<file path="config.mk">
export PLATFORM = sky130hd
export DESIGN_NAME = seg_scan_driver
export DESIGN_NICKNAME = d
export VERILOG_FILES = /design/src/rtl/seg_scan_driver.sv
export SDC_FILE = /design/constraint.sdc
export NUM_CORES = 1
export LEC_CHECK = 0
export ABC_AREA = 1
export BUFFER_PORTS_ARGS = -buffer_cell sky130_fd_sc_hd__buf_4
export CAP_MARGIN = 5
export CORE_UTILIZATION = 50
export CTS_CLUSTER_SIZE = 40
export DETAILED_ROUTE_END_ITERATION = 10
export GPL_TIMING_DRIVEN = 0
export MAX_ROUTING_LAYER = met4
export PLACE_DENSITY_LB_ADDON = 0.08
export SYNTH_ARGS = -nofsm -noshare
export SYNTH_HDL_FRONTEND = slang
export SYNTH_SLANG_ARGS = --single-unit
</file>
<file path="constraint.sdc">
create_clock -name segclk -period 5 [get_ports segclk]
set_clock_uncertainty 0.2 [all_clocks]
set_input_delay 0.25 -clock segclk [delete_from_list [all_inputs] [get_ports segclk]]
set_output_delay 0.25 -clock segclk [all_outputs]
set_load 0.03 [all_outputs]
</file>
<file path="src/rtl/seg_scan_driver.sv">
// seg_scan_driver: time-multiplexes eight 4-bit digit codes onto a common-anode
// seven-segment display with per-frame snapshots, ghost blanking and a DP mask.
module seg_scan_driver #(
  parameter int unsigned SCAN_DIV  = 25000,
  parameter int unsigned BLANK_CYC = 250,
  parameter logic [7:0]  DP_MASK   = 8'b00000100
) (
  input  logic        segclk,
  input  logic        reset,
  input  logic        en,
  input  logic [31:0] segdata,
  output logic [7:0]  an,
  output logic [6:0]  seg,
  output logic        dp,
  output logic        frame_start
);

  localparam int unsigned   CW        = $clog2(SCAN_DIV);
  localparam logic [CW-1:0] CNT_MAX   = CW'(SCAN_DIV - 1);
  localparam logic [CW-1:0] BLANK_LIM = CW'(BLANK_CYC);

  logic [CW-1:0] r_cnt;
  logic [2:0]    r_idx;
  logic [31:0]   r_frame;
  logic [7:0]    r_an;
  logic [6:0]    r_seg;
  logic          r_dp;
  logic          r_frame_start;

  logic          w_cnt_wrap;
  logic          w_snapshot;
  logic          w_drive;
  logic [3:0]    w_nibbles [8];
  logic [7:0]    w_an_sel;
  logic [3:0]    w_cur_nibble;
  logic [6:0]    w_glyph;
  logic [7:0]    w_an_next;
  logic [6:0]    w_seg_next;
  logic          w_dp_next;

  assign w_cnt_wrap = (r_cnt == CNT_MAX);
  assign w_snapshot = (r_cnt == '0) && (r_idx == 3'd0);
  // Blanking window at the start of every slot keeps the previous digit's
  // segment pattern from ghosting onto the next anode.
  assign w_drive    = en && (r_cnt >= BLANK_LIM);

  // Per-digit nibble slices of the snapshot and the active-low anode decode.
  for (genvar gi = 0; gi < 8; gi++) begin : g_digit
    assign w_nibbles[gi] = r_frame[4*gi +: 4];
    assign w_an_sel[gi]  = (r_idx != 3'(gi));
  end

  assign w_cur_nibble = w_nibbles[r_idx];

  // Active-low {g,f,e,d,c,b,a}; codes A..F carry the team glyphs.
  always_comb begin
    w_glyph = 7'b1111111;
    case (w_cur_nibble)
      4'h0: w_glyph = 7'b1000000;
      4'h1: w_glyph = 7'b1111001;
      4'h2: w_glyph = 7'b0100100;
      4'h3: w_glyph = 7'b0110000;
      4'h4: w_glyph = 7'b0011001;
      4'h5: w_glyph = 7'b0010010;
      4'h6: w_glyph = 7'b0000010;
      4'h7: w_glyph = 7'b1111000;
      4'h8: w_glyph = 7'b0000000;
      4'h9: w_glyph = 7'b0010000;
      4'hA: w_glyph = 7'b0111111;
      4'hB: w_glyph = 7'b0101011;
      4'hC: w_glyph = 7'b0100011;
      4'hD: w_glyph = 7'b0000110;
      4'hE: w_glyph = 7'b0001100;
      default: w_glyph = 7'b1111111;
    endcase
  end

  always_comb begin
    w_an_next  = 8'hFF;
    w_seg_next = 7'h7F;
    w_dp_next  = 1'b1;
    if (w_drive) begin
      w_an_next  = w_an_sel;
      w_seg_next = w_glyph;
      w_dp_next  = ~DP_MASK[r_idx];
    end
  end

  always_ff @(posedge segclk or posedge reset) begin
    if (reset) begin
      r_cnt         <= '0;
      r_idx         <= 3'd0;
      r_frame       <= 32'hFFFF_FFFF;
      r_frame_start <= 1'b0;
    end else begin
      r_cnt <= w_cnt_wrap ? '0 : r_cnt + CW'(1);
      if (w_cnt_wrap) begin
        r_idx <= r_idx + 3'd1;
      end
      if (w_snapshot) begin
        r_frame <= segdata;
      end
      r_frame_start <= w_snapshot;
    end
  end

  always_ff @(posedge segclk or posedge reset) begin
    if (reset) begin
      r_an  <= 8'hFF;
      r_seg <= 7'h7F;
      r_dp  <= 1'b1;
    end else begin
      r_an  <= w_an_next;
      r_seg <= w_seg_next;
      r_dp  <= w_dp_next;
    end
  end

  assign an          = r_an;
  assign seg         = r_seg;
  assign dp          = r_dp;
  assign frame_start = r_frame_start;

endmodule

</file>
* Yosys cells after proc, flatten, opt, wreduce, memory -nomap -nowiden
Memories as Yosys holds them, arrays and structs flattened.
Cells that the tools add are included.
Widths: inputs -> output; s select.
** Word-level totals
- ROM bits :: 120
- Memories kept :: 2
- Word-level logic and storage cells :: 37
- Input bits :: 35
- Register bits after elaboration :: 67
- Output and inout port bits :: 17
** Memory list
- (name not given) :: depth 16, bits a word 7, read ports 1, clocked after memory_dff 0, wr ports 0, RTL line 58 : case (w_cur_nibble)
- (name not given) :: depth 8, bits a word 1, read ports 1, clocked after memory_dff 0, wr ports 0, RTL line 85 : w_dp_next = ~DP_MASK[r_idx];
** Operators by class
- Reductions and logical operators :: 5
- Equal/unequal tests :: 8
- $add $sub $neg :: 2
- Bitwise operators :: 2
- Magnitude comparators :: 3
- Muxes and demuxes :: 8
** Operators by type and width (number)
- $add 15x1->15 const B :: 1
- $eq 15x15->1 const B :: 1
- $ge 15x8->1 const B :: 1
- $logic_not 15->1 :: 1
- $mux 15 :: 1
- $bmux 4 s3 :: 1
- $ne 3x3->1 const B :: 4
- $mux 4 :: 2
- $mux 8 :: 1
- $mux 7 :: 1
- $ne 3x2->1 const B :: 2
- $ge 4x4->1 const B :: 1
- $lt 3x4->1 const B :: 1
- $not 3->4 :: 1
- $add 3x1->3 const B :: 1
- $logic_not 3->1 :: 1
- $ne 3x1->1 const B :: 1
- $reduce_bool 3->1 :: 1
- $logic_and 1x1->1 :: 2
- $mux 1 :: 2
- $not 1->1 :: 1

* Logic depth before layout (Yosys ltp)
An unclocked memory read counts as a cell.
- Depth after elaboration :: 6
- Gate-level depth with buffers :: 15

* Least setup slack after synthesis
No wires, ideal clock.
- Kind :: register to register
- From :: register r_idx[0]
- To :: register r_seg[0] (netlist: seg[0])
- Path buffers :: 2
- Required time :: 4.717 ns
- Arrival time :: 1.651 ns
- Setup slack :: 3.066 ns
- Stages on the path, launching flop included :: 13
- Cell sequence :: dfrtp_1 -> buf_6 -> buf_4 -> nand2_1 -> nand3_1 -> nand2_1 -> nand2_1 -> nand2_1 -> inv_1 -> ha_1 -> nand3_1 -> nand3_1 -> nand3_1
** On the way
- Longest elaborated chain between the ends :: 6
** RTL lines
- start, declared :: RTL line 23 : logic [2:0] r_idx;
- start signal, assigned :: RTL line 98 : r_idx <= r_idx + 3'd1;
- $not 3->4 (not written as such) :: RTL line 53 : assign w_cur_nibble = w_nibbles[r_idx];
- $bmux 4 s3 :: RTL line 53
- $mux 4 (not written as such) (2 in a row) :: RTL line 53
- $mem_v2 16x7
- $mux 7 :: RTL line 82 : if (w_drive) begin
- net w_seg_next[0] :: RTL line 38 : logic [6:0] w_seg_next;
- end signal, assigned :: RTL line 114 : r_seg <= w_seg_next;
- end, declared :: RTL line 26 : logic [6:0] r_seg;
The timed path passes the listed nets, and every way through them passes these cells. The select of a mux whose other input is x is not followed.
A chain may end at the register's enable or synchronous reset.

* Worst setup path in the final report
Same ends and word-level chain as after synthesis.

==> run_results.csv <==
group,metric,value,unit
pwr,power_leakage,2.23,nW
timing,maxSlewViolCount,0,
cts,postCtsSetupBuffers,0,
cts,clock_latency,0.34,ns
route,routed-wl-met3,277,um
global_routing,antenna_found_initial,0,
timing,setup_viol,0,
floorplanning,placementRows,30,
global_routing,grt_pass1_wl,14100,um
critical_path,cpMaxStageDelayCell,"dfrtp_1",
timing,relSlewSlack,51.9,%
timing,timing.setup.tns,0,ns
placement,gp_congestion,0.865,
pwr,powerDensity,231,mW/mm2
cells_and_area,layout-drive-gt1-share,31.9,%
yosys,yosysUniqueCellTypes,25,
cts,root_buffer,"clkbuf_8",
route,wl_met1,3890,um
critical_path,start_kind,"flop",
route,first_pass_iters,4,
outcome,status,"finished clean",
floorplanning,core_area,0.00694,mm2
critical_path,crit_chain,"buf_6, inv_4, buf_6, nand2_1, nand3_1, nand2_1, nand2_1, nand2_1, inv_1, ha_1, nand3_1, nand3_1, nand3_1",
critical_path,cp_max_fo,11,
timing,fin_crit_sh,46.1,%
global_routing,grt_max_degree,36,
yosys,synth-seq-cells,66,
placement,hpwl,5740,um
yosys,synth_nets,489,
floorplanning,die_x,87.8,um
placement,io_buffers,51,
cts,clk_pin_slew,0.07,ns
timing,hold_ws,0.0547,ns
timing,fin_crit,2.31,ns
critical_path,critical_path.max_stage_delay,0.41,ns
route,wl_met2,4150,um
pwr,irDropWorstVdd,0.153,mV
timing,fmax,434,MHz
flow_run,maxCapViolCount,0,
yosys,synth-warning-count,0,
floorplanning,io_pins,52,
route,drtIter0Drc,149,
global_routing,grt_pass1_vias,3068,
critical_path,critical_path_required,5.09,ns
global_routing,grt_overflow,0,
cts,clock-sinks,66,
global_routing,grt_usage,25.2,%
placement,place_ws,2.76,ns
min_path,hold_path.class,"in -> reg",
route,viasPerCell,4.92,
route,drt-total-wl,8450,um
yosys,netlist_instances,440,
cts,cts_max_path_buffers,2,
timing,setup_slack,2.69,ns
critical_path,critPathCaptureType,"flop",
timing,worst_slew_pin_slew,0.720,ns
cells_and_area,antenna_cells,0,
timing,hold_viol,0,
timing,rsz0062_at_grt,"false",
cts,cts_htree_levels,3,
critical_path,cp.arrival,2.39,ns
route,drtAntennaViolNets,0,
yosys,synth.avg_cell_area,8.37,um2
cells_and_area,area_growth_syn_to_layout,27.9,%
critical_path,crit_type,"reg -> reg",
yosys,ys_seq_area_share,46.4,%
route,post_drt_wl_per_cell,13.3,um
route,highest_layer,"met4",
cells_and_area,nets,584,
route,vias,3130,
cts,cts_made_buffers,9,
floorplanning,dieHeight,87.8,um
floorplanning,start_util,53.0,%
yosys,synth_area,0.00368,mm2
route,drc_errors,0,
floorplanning,die_area,0.00771,mm2
cts,cts_tree,"done",
## logic make-up (layout without fill, tap and decap cells)
kind of cell	count (synthesis)	after routing	synth area share [%]
buf+inv	81	181	11.1
flops	66	66	46.4
fa+ha+maj	14	14	4.76
simple gates	230	230	27.8
compound gates	45	45	8.97
xor+xnor	4	4	0.951
## cell usage in the layout (no fill, tap or decap), types with 2 or more instances in the layout
cell type        n
dlygate4sd3_1   32
nor3_1           9
o21ai_2         28
clkbuf_1         3
clkbuf_8        10
o21ai_0         10
nand2_1        121
clkinv_2         2
inv_2            6
nand3b_1         2
a21oi_1          4
nand3_1         53
o21ai_1          3
nand2_2          5
nor2_2           3
xor2_1           4
buf_6           12
nor2_1          25
nor4_1           3
dfstp_2         47
buf_4           54
inv_1           59
ha_1            14
nand4_1          6
dfrtp_1         19
## path summary, 6_finish.rpt
path / cells past startpoint / startpoint / to / slack [ns]
min in group asynchronous: 2 / reset / r_frame[4] / 0.21
worst max-delay path: 13 / r_idx[0] / seg[0] / 2.69
max in group asynchronous: 3 / reset / r_frame[14] / 4.08
worst min-delay path: 4 / en / seg[2] / 0.05
worst min register to register: 2 / r_frame[18] / r_frame[18] / 0.29
worst max register to register: 13 / r_idx[0] / seg[0] / 2.69
## repair_timing
| item | 4_1_cts | 5_1_grt |
|---|---|---|
| hold endpoints to repair | 32 | 0 |
| gates resized for setup | 0 | 0 |
| hold buffers | 32 | 0 |
## metrics by stage
step | std cells | area (um2) | total power, mW | util [%]
floorplan | 440 | 3680 | 0.614 | -
global placement | 587 | 4190 | 0.644 | 60.3
detailed placement | 588 | 4210 | 0.648 | 60.6
finish | 636 | 4710 | 1.09 | 67.8
global route | 636 | 4710 | 1.13 | 67.8
CTS | 636 | 4710 | 1.09 | 67.8
## critical path: cells and delay by family, from the launching register on
kind / cells / cell delay (ns)
adder cells (fa/ha/maj): 1 / 0.28
flip-flops: 1 / 0.41
AND/OR/NAND/NOR: 8 / 0.76
buffers and inverters: 4 / 0.59
## area by class of cell
class | count | area [um2]
Tap cell | 96 | 120
Inverter | 66 | 250
Multi-Input combinational cell | 293 | 1560
Clock inverter | 2 | 10.0
Buffer | 15 | 158
Timing Repair Buffer | 84 | 723
Sequential cell | 66 | 1710
Clock buffer | 14 | 174
Fill cell | 583 | 2230
## per-layer routing
metal  vias to the layer above  GRT usage [%]
met1                      1460           31.7
met2                        76           40.3
li1                       1582              -
met5                         -              -
met3                        12           3.49
met4                         0           11.5
## where the power goes
| group | leakage, nW | switching [mW] | internal (mW) | total [mW] |
|---|---|---|---|---|
| Sequential | 0.745 | 0.00336 | 0.558 | 0.561 |
| Combinational | 1.39 | 0.0469 | 0.0523 | 0.0992 |
| Clock | 0.0956 | 0.202 | 0.223 | 0.425 |
| Total | 2.23 | 0.253 | 0.833 | 1.09 |
## synth_stat cells (all sizes together)
library cell	number	share of area [%]
ha	14	4.8
inv	66	6.8
nor3b	1	0.20
nand4	6	1.0
dfstp	47	34
a21oi	4	0.54
xor2	4	0.95
nand2	126	13
nor3	10	1.7
dfrtp	19	13
nand3b	2	0.41
nor2	29	3.6
o21ai	41	8.4
nor4	3	0.51
nand3	53	7.2
buf	15	4.3
## sequential cells by signal, indices dropped and copies added (netlist names)
| signal | count |
|---|---|
| frame_start | 1 |
| dp | 1 |
| r_idx | 3 |
| an | 7 |
| r_cnt | 15 |
| seg | 7 |
| r_frame | 32 |
(Power assumes the default switching activity.)
